## config.mk

```make
export PLATFORM = sky130hd
export DESIGN_NAME = id_decode_stage_flat
export DESIGN_NICKNAME = d
export VERILOG_FILES = /design/src/rtl/proc_pkg.sv /design/src/rtl/id_decode_stage_if.sv /design/src/rtl/instr_field_decode.sv /design/src/rtl/id_decode_stage.sv /design/src/flat_wrapper.sv
export SDC_FILE = /design/constraint.sdc
export NUM_CORES = 1
export LEC_CHECK = 0
export BUFFER_PORTS_ARGS = -buffer_cell sky130_fd_sc_hd__clkbuf_2
export CAP_MARGIN = 15
export CORE_UTILIZATION = 53
export DETAILED_ROUTE_END_ITERATION = 10
export HOLD_SLACK_MARGIN = 0.02
export PLACE_DENSITY = 0.84
export SLEW_MARGIN = 20
export SYNTH_ARGS = -nofsm -noshare
export SYNTH_HDL_FRONTEND = slang
export SYNTH_HIERARCHICAL = 1
export SYNTH_SLANG_ARGS = --single-unit
```

## constraint.sdc

```tcl
create_clock -name clock -period 5.45 [get_ports clock]
set_clock_uncertainty 0.2 [all_clocks]
set_input_delay 0.2725 -clock clock [delete_from_list [all_inputs] [get_ports clock]]
set_output_delay 0.2725 -clock clock [all_outputs]
set_load 0.01 [all_outputs]
```

## src/rtl/proc_pkg.sv

```systemverilog
// proc_pkg: opcode constants, default widths and the decoded-control struct shared by the decode stage.
package proc_pkg;
    localparam int INSTR_W_DEF     = 20;
    localparam int OP_W_DEF        = 4;
    localparam int REG_AW_DEF      = 4;
    localparam int STALL_CNT_W_DEF = 16;
    // dest is carried at a fixed maximum width so the struct works for any REG_AW up to this
    localparam int REG_AW_MAX      = 8;

    localparam logic [OP_W_DEF-1:0] OP_NOP   = 4'b0000;
    localparam logic [OP_W_DEF-1:0] OP_LOAD  = 4'b1011;
    localparam logic [OP_W_DEF-1:0] OP_STORE = 4'b1100;

    typedef struct packed {
        logic [REG_AW_MAX-1:0] dest;
        logic                  wr_en;
        logic                  is_load;
        logic                  is_store;
        logic                  uses1;
        logic                  uses2;
    } ctrl_t;
endpackage

```

## src/rtl/id_decode_stage_if.sv

```systemverilog
// id_decode_stage_if: IF/ID-side inputs, register-file read addresses and ID/EX outputs of the decode stage.
interface id_decode_stage_if
    import proc_pkg::*;
#(
    parameter int INSTR_W     = INSTR_W_DEF,
    parameter int REG_AW      = REG_AW_DEF,
    parameter int STALL_CNT_W = STALL_CNT_W_DEF
);
    logic                   in_valid;
    logic [INSTR_W-1:0]     in_instr;
    logic                   ex_hold;
    logic                   flush;
    logic                   stall;
    logic [REG_AW-1:0]      rd_addr1;
    logic [REG_AW-1:0]      rd_addr2;
    logic                   ex_valid;
    logic [INSTR_W-1:0]     ex_instr;
    logic [REG_AW-1:0]      ex_dest;
    logic                   ex_wr_en;
    logic                   ex_is_load;
    logic                   ex_is_store;
    logic [STALL_CNT_W-1:0] stall_count;

    modport master (
        output in_valid, in_instr, ex_hold, flush,
        input  stall, rd_addr1, rd_addr2, ex_valid, ex_instr, ex_dest,
               ex_wr_en, ex_is_load, ex_is_store, stall_count
    );
    modport slave (
        input  in_valid, in_instr, ex_hold, flush,
        output stall, rd_addr1, rd_addr2, ex_valid, ex_instr, ex_dest,
               ex_wr_en, ex_is_load, ex_is_store, stall_count
    );
endinterface

```

## src/rtl/instr_field_decode.sv

```systemverilog
// instr_field_decode: combinational field extraction, read-address selection and control decode.
module instr_field_decode
    import proc_pkg::*;
#(
    parameter int INSTR_W = INSTR_W_DEF,
    parameter int OP_W    = OP_W_DEF,
    parameter int REG_AW  = REG_AW_DEF,
    localparam int LSB    = INSTR_W - OP_W - 3 * REG_AW
) (
    input  logic [INSTR_W-1:LSB] instr,
    output logic [REG_AW-1:0]    rd_addr1,
    output logic [REG_AW-1:0]    rd_addr2,
    output ctrl_t                ctrl
);
    logic [OP_W-1:0]   op;
    logic [REG_AW-1:0] f1, f2, f3;
    logic              is_nop, is_load, is_store, is_alu;

    assign op = instr[INSTR_W-1 -: OP_W];
    assign f1 = instr[INSTR_W-OP_W-1 -: REG_AW];
    assign f2 = instr[INSTR_W-OP_W-REG_AW-1 -: REG_AW];
    assign f3 = instr[INSTR_W-OP_W-2*REG_AW-1 -: REG_AW];

    always_comb begin
        is_nop         = op == OP_W'(OP_NOP);
        is_load        = op == OP_W'(OP_LOAD);
        is_store       = op == OP_W'(OP_STORE);
        is_alu         = !(is_nop || is_load || is_store);
        // STORE reads its data register from f1 as well as its base from f2
        rd_addr1       = is_store ? f1 : f2;
        rd_addr2       = is_store ? f2 : f3;
        ctrl.wr_en     = is_alu || is_load;
        ctrl.dest      = ctrl.wr_en ? REG_AW_MAX'(f1) : '0;
        ctrl.is_load   = is_load;
        ctrl.is_store  = is_store;
        ctrl.uses1     = !is_nop;
        ctrl.uses2     = is_alu || is_store;
    end
endmodule

```

## src/rtl/id_decode_stage.sv

```systemverilog
// id_decode_stage: decode, load-use hazard bubble insertion, ID/EX register with hold/flush, saturating stall counter.
module id_decode_stage
    import proc_pkg::*;
#(
    parameter int INSTR_W     = INSTR_W_DEF,
    parameter int OP_W        = OP_W_DEF,
    parameter int REG_AW      = REG_AW_DEF,
    parameter int STALL_CNT_W = STALL_CNT_W_DEF,
    localparam int LSB        = INSTR_W - OP_W - 3 * REG_AW
) (
    input logic               clock,
    input logic               reset,
    id_decode_stage_if.slave  bus
);
    ctrl_t                  ctrl;
    logic [REG_AW-1:0]      a1, a2;
    logic                   haz, stall, go;
    logic                   ex_valid_d, ex_valid_q;
    logic [INSTR_W-1:0]     ex_instr_d, ex_instr_q;
    logic [REG_AW_MAX-1:0]  ex_dest_d, ex_dest_q;
    logic                   ex_wr_en_d, ex_wr_en_q;
    logic                   ex_is_load_d, ex_is_load_q;
    logic                   ex_is_store_d, ex_is_store_q;
    logic [STALL_CNT_W-1:0] stall_count_d, stall_count_q;

    instr_field_decode #(.INSTR_W(INSTR_W), .OP_W(OP_W), .REG_AW(REG_AW)) u_dec (
        .instr    (bus.in_instr[INSTR_W-1:LSB]),
        .rd_addr1 (a1),
        .rd_addr2 (a2),
        .ctrl     (ctrl)
    );

    always_comb begin
        haz   = bus.in_valid && ex_valid_q && ex_is_load_q &&
                ((ctrl.uses1 && REG_AW_MAX'(a1) == ex_dest_q) ||
                 (ctrl.uses2 && REG_AW_MAX'(a2) == ex_dest_q));
        stall = haz || bus.ex_hold;
        go    = bus.in_valid && !haz;
        ex_valid_d    = ex_valid_q;
        ex_instr_d    = ex_instr_q;
        ex_dest_d     = ex_dest_q;
        ex_wr_en_d    = ex_wr_en_q;
        ex_is_load_d  = ex_is_load_q;
        ex_is_store_d = ex_is_store_q;
        // flush beats hold; a hazard loads a bubble through the same zeroing path as in_valid=0
        if (bus.flush || !bus.ex_hold) begin
            ex_valid_d    = !bus.flush && go;
            ex_instr_d    = (!bus.flush && go) ? bus.in_instr : '0;
            ex_dest_d     = (!bus.flush && go) ? ctrl.dest : '0;
            ex_wr_en_d    = !bus.flush && go && ctrl.wr_en;
            ex_is_load_d  = !bus.flush && go && ctrl.is_load;
            ex_is_store_d = !bus.flush && go && ctrl.is_store;
        end
        stall_count_d = (stall && !(&stall_count_q)) ? stall_count_q + 1'b1 : stall_count_q;
    end

    always_ff @(posedge clock) begin
        if (reset) begin
            ex_valid_q    <= 1'b0;
            ex_instr_q    <= '0;
            ex_dest_q     <= '0;
            ex_wr_en_q    <= 1'b0;
            ex_is_load_q  <= 1'b0;
            ex_is_store_q <= 1'b0;
            stall_count_q <= '0;
        end else begin
            ex_valid_q    <= ex_valid_d;
            ex_instr_q    <= ex_instr_d;
            ex_dest_q     <= ex_dest_d;
            ex_wr_en_q    <= ex_wr_en_d;
            ex_is_load_q  <= ex_is_load_d;
            ex_is_store_q <= ex_is_store_d;
            stall_count_q <= stall_count_d;
        end
    end

    assign bus.stall       = stall;
    assign bus.rd_addr1    = a1;
    assign bus.rd_addr2    = a2;
    assign bus.ex_valid    = ex_valid_q;
    assign bus.ex_instr    = ex_instr_q;
    assign bus.ex_dest     = ex_dest_q[REG_AW-1:0];
    assign bus.ex_wr_en    = ex_wr_en_q;
    assign bus.ex_is_load  = ex_is_load_q;
    assign bus.ex_is_store = ex_is_store_q;
    assign bus.stall_count = stall_count_q;
endmodule

```

## src/flat_wrapper.sv

```systemverilog
// flat-port wrapper written by rule: the top's interface ports become plain ports
module id_decode_stage_flat import proc_pkg::*;
#(
    parameter int INSTR_W     = INSTR_W_DEF,
    parameter int OP_W        = OP_W_DEF,
    parameter int REG_AW      = REG_AW_DEF,
    parameter int STALL_CNT_W = STALL_CNT_W_DEF,
    localparam int LSB        = INSTR_W - OP_W - 3 * REG_AW
)
  (clock, reset, bus_in_valid, bus_in_instr, bus_ex_hold, bus_flush, bus_stall, bus_rd_addr1, bus_rd_addr2, bus_ex_valid, bus_ex_instr, bus_ex_dest, bus_ex_wr_en, bus_ex_is_load, bus_ex_is_store, bus_stall_count);
  id_decode_stage_if #(.INSTR_W(INSTR_W), .REG_AW(REG_AW), .STALL_CNT_W(STALL_CNT_W)) bus_i ();
  input logic clock;
  input logic reset;
  input wire logic [$bits(bus_i.in_valid)-1:0] bus_in_valid;
  input wire logic [$bits(bus_i.in_instr)-1:0] bus_in_instr;
  input wire logic [$bits(bus_i.ex_hold)-1:0] bus_ex_hold;
  input wire logic [$bits(bus_i.flush)-1:0] bus_flush;
  output wire logic [$bits(bus_i.stall)-1:0] bus_stall;
  output wire logic [$bits(bus_i.rd_addr1)-1:0] bus_rd_addr1;
  output wire logic [$bits(bus_i.rd_addr2)-1:0] bus_rd_addr2;
  output wire logic [$bits(bus_i.ex_valid)-1:0] bus_ex_valid;
  output wire logic [$bits(bus_i.ex_instr)-1:0] bus_ex_instr;
  output wire logic [$bits(bus_i.ex_dest)-1:0] bus_ex_dest;
  output wire logic [$bits(bus_i.ex_wr_en)-1:0] bus_ex_wr_en;
  output wire logic [$bits(bus_i.ex_is_load)-1:0] bus_ex_is_load;
  output wire logic [$bits(bus_i.ex_is_store)-1:0] bus_ex_is_store;
  output wire logic [$bits(bus_i.stall_count)-1:0] bus_stall_count;
  assign bus_i.in_valid = bus_in_valid;
  assign bus_i.in_instr = bus_in_instr;
  assign bus_i.ex_hold = bus_ex_hold;
  assign bus_i.flush = bus_flush;
  assign bus_stall = bus_i.stall;
  assign bus_rd_addr1 = bus_i.rd_addr1;
  assign bus_rd_addr2 = bus_i.rd_addr2;
  assign bus_ex_valid = bus_i.ex_valid;
  assign bus_ex_instr = bus_i.ex_instr;
  assign bus_ex_dest = bus_i.ex_dest;
  assign bus_ex_wr_en = bus_i.ex_wr_en;
  assign bus_ex_is_load = bus_i.ex_is_load;
  assign bus_ex_is_store = bus_i.ex_is_store;
  assign bus_stall_count = bus_i.stall_count;
  id_decode_stage #(.INSTR_W(INSTR_W), .OP_W(OP_W), .REG_AW(REG_AW), .STALL_CNT_W(STALL_CNT_W)) u_core (.clock(clock), .reset(reset), .bus(bus_i));
endmodule
```

==> impl.org, run 1 <==
** STA
- Setup slack on the critical path of the routed design comes to ~2500 ps.
- Final Max Tran Viols :: 0
- Adding up every negative setup slack in the final design gives 0 ps.
- Setup violations remaining at the end of the flow were counted as 0.
- Fmax achieved :: 339 MHz
- Slew headroom :: 0.412
- The worst path needs 2950 ps of the cycle, external delays included.
- Worst Max-Slew Pin Slew :: 882 ps
- Final Hold Viols :: 0
- Setup repair after global routing missed its margin :: no
- Dividing the final minimum period by the clock period gives 0.542.
- Hold_ws :: roughly 28 ps

** Floorplan
- Count of boundary I/O pins :: 78
- In this run the vertical extent of the chip is between 60 and 70 um.
- Die span in x :: 66.5 um
- Effective utilization at floorplan :: 0.552
- Total core area :: 4000 sq um
- Die area :: approximately 4400 sq um
- The initialized floorplan defines 23 standard-cell rows.

** Detailed routing
- Initial DRC Count :: about 170
- # DRC :: 0
- Final antenna-violating net count :: 0
- Total length of routed wires :: 4.88 mm
- Highest signal layer in the routed design :: met4
- Overall via count from detail_route :: just under 2000
- Detailed routing placed a total of 341 um of wire on met3.
- Wire per inst :: around 14 um
- The first detailed-routing pass ran for 4 iterations.
- Number of vias per cell :: about 5.7
- WL met2 :: 2.29 mm
- Wire length the detailed router placed on met1 :: 2.23 mm

** Clocking
- Number of cells upsized or downsized after cts :: 0
- The later pin in the worst-skew pair is clocked with a latency of around 300 ps.
- Maximum number of buffers from clock root to sink :: 2
- Counting every sink on the clock net gives between 40 and 50.
- TritonCTS built the clock tree.
- Counting the buffers created by CTS gives 5.
- # H-tree levels :: 2
- Register clock-pin slew on the reported worst setup and hold paths :: roughly 90 ps
- Post-CTS timing repair inserted 0 buffers for setup.
- Buffer cell driving the clock tree root :: clkbuf_8

** Power
- Worst-case vdd ir drop :: 0.126 mV
- Power spread over the standard cell area amounts to 249 nW/um^2.
- Leakage power :: about 1.2 nW
- The analysis attributes to net switching a power of between 0.00015 and 0.0002 W.
- Switching power as a share of total power :: 0.233
- Clock group share of total power :: 0.365
- Internal power comes to 0.000529 W.
- The share of total power dissipated in sequential elements is 0.525.
- Of the total power, combinational logic draws 0.110.

** Logic synthesis
- Counting flops with a built-in enable in the synthesized netlist gives 0.
- Top_reg_cell synth :: dfxtp_1
- Of the post-synthesis cell area, the dominant cell type holds 0.435.
- Portion of the post-synthesis area used by sequential elements :: 0.435
- Cells after Synth :: 220
- Synth top area cells :: dfxtp_1 (44%), a22o_1 (12%), mux2_4 (5.4%), xnor2_1 (3.6%), buf_4 (3.4%)
- Number of different library cells in the post-synthesis netlist :: between 40 and 50
- In the post-synthesis netlist, the cell with the most instances is dfxtp_1.
- Warning count from the yosys run :: 6
- Synthesis inferred between 40 and 50 register bits.
- Library cell with the largest summed area after synthesis :: dfxtp_1
- Synthesized cell area :: around 2200 sq um
- Fraction of synthesis flops using an asynchronous set or reset pin :: 0
- By count the netlist is led by dfxtp_1 (48), a22o_1 (31), a21oi_1 (12), nand3_1 (11), buf_4 (10).
- Per-instance average area after synthesis :: 10.0 sq um

** Final layout
- Fraction of layout cells with a size suffix above 1 :: 0.358
- Diode insertion count for antenna repair :: 0
- Post-layout net count :: approximately 320
- The area growth from synthesis to layout is 25.7%.

** Critical path
- STA classifies the critical path endpoint as a register.
- Reg2reg end :: u_core/bus.stall_count[13]
- The worst setup path is of the input port to register kind.
- Cell chain of the critical path :: clkbuf_2 -> and4bb_1 -> mux2_4 -> xnor2_1 -> nand3_1 -> o22ai_2 -> o21ai_2 -> or4_1 -> a21oi_1
- Type of element launching the critical path :: input port
- Delay-heaviest family, CP :: simple AND/OR/NAND/NOR gates
- Setup crit end :: u_core/bus.stall_count[13]
- Critical Path Max Stage Delay :: approximately 670 ps
- Critical path data arrival time :: around 3000 ps
- For this design, the slowest cell found on the critical path is and4bb_1.
- Reg-to-Reg Start :: u_core/bus.stall_count[0]
- Critical-path maximum fanout :: 27
- Data required time at the worst endpoint :: between 5000 and 6000 ps
- In this run the worst setup path begins at bus_in_instr[16].
- The critical path crosses 9 cells after its start point.
- The number of buffers and inverters on the critical path is 1.
- The number of cells on the worst reg-to-reg path is 7.
- Setup slack on the worst reg-to-reg path comes out at 2990 ps.

** Placement
- At the end of routability-driven placement, the weighted congestion stood at between 0.8 and 0.9.
- The HPWL after detailed placement is between 3 and 4 mm.
- Timing analysis after detailed placement gives a worst setup slack of 2220 ps.
- During placement, the flow inserted port buffers numbering between 70 and 80.

** Flow run
- Max-cap viol count :: 0

** Global route
- Number of global-route vias before repair :: around 1800
- Summed over all layers, the global routing overflow is 0.
- Antenna violations before repair :: 0
- Entering global routing, the biggest net connects 32 pins.
- Global-route wire length before repair :: a little under 8 mm
- In the global route stage, overall resource usage came out at 0.229.

** Hold path
- The min-delay analysis places its worst path in the category input port to register.

** Run status
- The flow ran to the end, and the final reports show no timing, DRC or antenna violations.
metal layers:
metal / track usage / vias up
met1: 0.294 / 938
met5: 0 / -
li1: - / 966
met3: 0.0668 / 4
met4: 0.0559 / 0
met2: 0.376 / 71
worst min-delay path by stage:
stage                                 start                       to  cells past startpoint
floorplan                         bus_flush      u_core/bus.ex_valid                      1
global placement        u_core/ex_dest_q[5]      u_core/ex_dest_q[5]                      1
detailed placement  u_core/bus.ex_instr[12]  u_core/bus.ex_instr[12]                      1
CTS                        bus_in_instr[15]  u_core/bus.ex_instr[15]                      2
global route               bus_in_instr[15]  u_core/bus.ex_instr[15]                      2
finish                     bus_in_instr[13]  u_core/bus.ex_instr[13]                      2
power by group through the flow:
| stage | Clock, W | Combinational [W] | Sequential (W) |
|---|---|---|---|
| after floorplan | 0 | 0.0000423 | 0.000372 |
| after CTS | 0.000257 | 0.0000756 | 0.000362 |
| after detailed placement | 0 | 0.0000698 | 0.000370 |
| final | 0.000252 | 0.0000760 | 0.000362 |
| after global placement | 0 | 0.0000686 | 0.000370 |
| after global routing | 0.000273 | 0.0000829 | 0.000363 |
placed cells by master, fill, tap and decap left out, types with 4 or more instances in the layout:
| cell | Yosys | final |
|---|---|---|
| clkbuf_2 | 0 | 77 |
| dfxtp_1 | 48 | 48 |
| a22o_1 | 31 | 31 |
| a21oi_1 | 12 | 12 |
| nand3_1 | 11 | 11 |
| dlygate4sd3_1 | 0 | 10 |
| xnor2_1 | 9 | 9 |
| mux2_4 | 8 | 8 |
| nor2_1 | 7 | 7 |
| nand2_1 | 7 | 7 |
| o31ai_1 | 6 | 6 |
| or4_1 | 6 | 6 |
| o21ai_0 | 6 | 6 |
| or3_1 | 6 | 6 |
| clkbuf_8 | 0 | 5 |
| inv_1 | 5 | 5 |
| nand4_1 | 4 | 4 |
| a21boi_0 | 4 | 4 |
| conb_1 | 1 | 4 |
flip-flops by register name, summed over array words and instances, names as in the netlist:
register	cells
u_core/bus.ex_is_store	1
u_core/bus.ex_instr	20
u_core/ex_dest_q	8
u_core/bus.ex_valid	1
u_core/bus.ex_wr_en	1
u_core/bus.stall_count	16
u_core/bus.ex_is_load	1
final cells by class:
cell class,count,area [sq um]
fill,327,1230
tap,50,62.6
clock buffer,5,68.8
multi-input combinational,149,1120
clock inverter,3,42.5
sequential,48,961
inverter,5,18.8
timing repair buffer,89,500
logic make-up after synthesis:
kind of cell,count (synthesis),share of synthesized area
other,1,0.00170
buffers and inverters,26,0.0669
flip-flops,48,0.435
XOR/XNOR,10,0.0397
adder cells (fa/ha/maj),1,0.00567
AO/OA/AOI/OAI,64,0.219
multiplexers,10,0.0641
AND/OR/NAND/NOR,60,0.167
repair_timing:
item,in CTS,in global routing
endpoints found under the hold margin,10,0
hold buffers,10,0
setup endpoints to repair,0,0
stage by stage:
| step | total power [W] | std cells | utilization | instance area (sq um) |
|---|---|---|---|---|
| after floorplan | 0.000414 | 223 | - | 2220 |
| after global placement | 0.000439 | 331 | 0.641 | 2560 |
| after detailed placement | 0.000440 | 331 | 0.641 | 2560 |
| after CTS | 0.000695 | 349 | 0.693 | 2770 |
| after global routing | 0.000719 | 349 | 0.693 | 2770 |
| final | 0.000690 | 349 | 0.693 | 2770 |
(Power assumes the default switching activity.)
==> run 2: changes to the inputs <==
--- a/config.mk
+++ b/config.mk
@@ -7,10 +7,10 @@
 export LEC_CHECK = 0
 export BUFFER_PORTS_ARGS = -buffer_cell sky130_fd_sc_hd__clkbuf_2
 export CAP_MARGIN = 15
-export CORE_UTILIZATION = 53
+export CORE_UTILIZATION = 45
 export DETAILED_ROUTE_END_ITERATION = 10
 export HOLD_SLACK_MARGIN = 0.02
-export PLACE_DENSITY = 0.84
+export PLACE_DENSITY = 0.76
 export SLEW_MARGIN = 20
 export SYNTH_ARGS = -nofsm -noshare
 export SYNTH_HDL_FRONTEND = slang
==> constraint.sdc (replaced) <==
create_clock -name clock -period 2.44 [get_ports clock]
set_clock_uncertainty 0.2 [all_clocks]
set_input_delay 0.122 -clock clock [delete_from_list [all_inputs] [get_ports clock]]
set_output_delay 0.122 -clock clock [all_outputs]
set_load 0.01 [all_outputs]
==> run 2 against run 1 <==
- setup slack worse by 2500 ps
- clock-buffer cell count up 3
- sequential share of layout area down 2.9 points
- combinational power rose to 2.7 times the previous value
- cell area up 9.2%
- die area up 17%
- cell count up 11%
- critical endpoint is now bus_stall
==> impl.org, run 2 (same netlist as run 1, synthesis figures left out) <==
** Run status
- The flow ran to the end, and the final reports show no timing, DRC or antenna violations.

** Placement
- Number of placed instances, taps included :: 363 (+9.7%)
- The post-detailed-placement half-perimeter wirelength came to 3.67 mm (+9.1%).
- Placer's final routability congestion estimate :: 0.867 (+4.5%)
- Area of placed instances :: 2720 sq um (+6.2%)
- Input/output buffers :: 77 (unchanged)

** Global route
- The global-route wire length before repair came to 8.90 mm (+14%).
- Overflow after GRT :: 0 (unchanged)
- The via count of the first global-routing pass is 1973 (+12%).
- The global router's overall resource usage is 0.220 (-0.00920).
- Pin count of the biggest net entering global routing :: 23 (-28%)
- The initial antenna violation count came to 0 (unchanged).

** Critical path
- Crit path capture type :: output pin
- Type of element launching the critical path :: input port
- The combined buffer and inverter count along the critical path came to 5 (+4).
- Cell with the biggest individual delay on the critical path :: dlygate4sd3_1
- The length in cells of the worst reg-to-reg path was 7 (unchanged).
- On the critical path the largest part of the delay comes from buffers and inverters.
- The endpoint arrival time on the critical path came to 2080 ps (-890 ps).
- The endpoint required time on the critical path came to 2120 ps (-3350 ps).
- The critical path goes through dlygate4sd3_1 -> clkbuf_2 -> mux2_4 -> xnor2_1 -> nand4_1 -> o22ai_4 -> or2_2 -> buf_4 -> buf_4 -> clkbuf_2.
- Path length in cells of the critical path :: 10 (+1)
- Critical Path Max Stage Delay :: 530 ps (-140 ps)
- Critical-path maximum fanout :: 3 (-89%)
- Worst Setup Path Type :: input port to output pin

** Hold path
- In this run the worst hold path is classified as input port to register.
- Depth of the worst hold-timing path :: 2 (unchanged)

** Power
- The internal power consumption is 0.00114 W (+110%).
- Net switching power figure :: 0.000368 W (+130%)
- The maximum ir drop on the vdd rail is 0.329 mV (+160%).
- Leakage power :: 1.30 nW (+8.3%)
- The fraction of power spent switching nets came to 0.244 (+0.0117).
- The ratio of total power to cell area is 497 nW/um^2 (+100%).
- Reg power frac :: 0.538 (+0.013)
- Overall power after layout :: 0.00151 W (+120%)
- The share of power burned in the clock network is 0.326 (-0.039).
- Gate power share :: 0.136 (+0.026)

** Detailed routing
- Initial DRC Count :: 77 (-53%)
- The total via count after detailed routing is 2078 (+5.0%).
- The remaining number of nets flagged by the antenna check after routing was 0 (unchanged).
- Number of optimization iterations in the first detailed-route pass :: 4 (unchanged)
- # DRC :: 0 (unchanged)
- The final wirelength is 5.54 mm (+14%).
- Wire per inst :: 14.4 um (+2.7%)
- Number of vias per cell :: 5.38 (-5.1%)

** Flow run
- Max-cap viol count :: 0 (unchanged)

** STA
- Timing would allow up to approximately 420 MHz.
- Fin crit period :: 2400 ps
- Part of the cycle the worst path needs :: 0.985
- Final setup violating endpoints :: 0 (unchanged)
- The hold violation count in the final report came to 0 (unchanged).
- The number of max-slew violations in the final report was 0 (unchanged).

** Final layout
- The total non-filler cell area in the finished layout is 3030 sq um (+9.2%).
- The library cells used most frequently in the layout, excluding fill and tap cells, are clkbuf_2 (70), dfxtp_1 (48), a22o_1 (31).
- Fraction of layout cells with a size suffix above 1 :: 0.370 (+0.0120)
- The count of filler cells inserted in the layout was 386 (+18%).
- Post-layout net count :: 344 (+6.2%)
- Leaving out fill and tap cells, the most frequent cell in the layout is clkbuf_2.
- Diode insertion count for antenna repair :: 0 (unchanged)
- Flip-flop and latch area :: 961 sq um (unchanged)
- The flip-flop count of the largest register after layout came to 20 (unchanged).
- The area of the multi-input gates came to 1150 sq um (+2.5%).
- Area growth, synth to finish :: 37.2%
- The final cell count without fillers was 386 (+11%).

** Floorplan
- Total core area :: 4720 sq um (+18%)
- The effective utilization at floorplan came to 0.467 (-0.0845).
- The count of boundary I/O pins was 78 (unchanged).
- Die span in x :: 72.0 um (+8.3%)
- Cell row count :: 25 (+8.7%)
- The chip height is 72.0 um (+8.3%).
- The area of the die is 5190 sq um (+17%).

** Clocking
- The clock-pin transition on the worst setup and hold timing paths was 80 ps (about the same).
- # H-tree levels :: 2 (unchanged)
- The total number of clock tree sinks came to 48 (unchanged).
- Clock tree from TritonCTS :: yes
- The total CTS buffers came to 5 (unchanged).
- The clock insertion delay at the later pin of the skew report is 300 ps (about the same).
- In this run the clock root is driven by a clkbuf_8.
- The maximum number of buffers from clock root to sink came to 2 (unchanged).
[run 2: changes by cell type in the layout (fill, tap and decap cells not counted), moves of 2 or more]
cell | previous run | this run
dlygate4sd3_1 | 10 | 21
buf_6 | 0 | 2
buf_12 | 0 | 2
clkbuf_1 | 0 | 2
buf_4 | 2 | 14
clkbuf_2 | 77 | 70
[run 2: timing repair]
item	in CTS	in global routing
buffers inserted	0	1
hold buffers	21	0
hold endpoints to repair	21	0
setup endpoints to repair	0	13
gates resized for setup	0	8
[run 2: power groups by stage]
stage	logic [W]	clock network [W]	registers, W
6_report	0.000205	0.000491	0.000809
5_1_grt	0.000222	0.000538	0.000812
4_1_cts	0.000204	0.000500	0.000809
3_5_place_dp	0.000177	0	0.000827
3_3_place_gp	0.000174	0	0.000827
2_1_floorplan	0.0000944	0	0.000831
[run 2: metrics by stage]
step	utilization	setup slack, ps	setup TNS [ps]	hold WS (ps)
2_1_floorplan	-	117	0	1.31
3_3_place_gp	0.576	-180	-2020	140
3_5_place_dp	0.576	-266	-3260	143
4_1_cts	0.640	9.80	0	39.2
5_1_grt	0.641	-18.0	-51.8	86.8
6_report	0.641	36.0	0	62.8
[run 2: final timing paths]
check / slack (ps) / startpoint / to
worst max-delay path: 40 / bus_in_instr[13] / bus_stall
worst max register to register: 120 / u_core/bus.stall_count[0] / u_core/bus.stall_count[13]
worst min register to register: 280 / u_core/bus.ex_instr[3] / u_core/bus.ex_instr[3]
worst min-delay path: 60 / reset / u_core/bus.stall_count[12]
[run 2: layout make-up]
cell class | count | share of cell area
Multi-Input combinational cell | 149 | 0.379
Sequential cell | 48 | 0.317
Timing Repair Buffer | 109 | 0.240
Clock buffer | 8 | 0.0297
Tap cell | 67 | 0.0277
Inverter | 5 | 0.00620
[run 2: layer usage]
metal | track usage | part of all wire | vias up
met3 | 0.0597 | 0.060 | 10
met4 | 0.0915 | 0.018 | 0
li1 | - | - | 1007
met5 | 0 | 0 | -
met1 | 0.272 | 0.43 | 993
met2 | 0.363 | 0.49 | 68
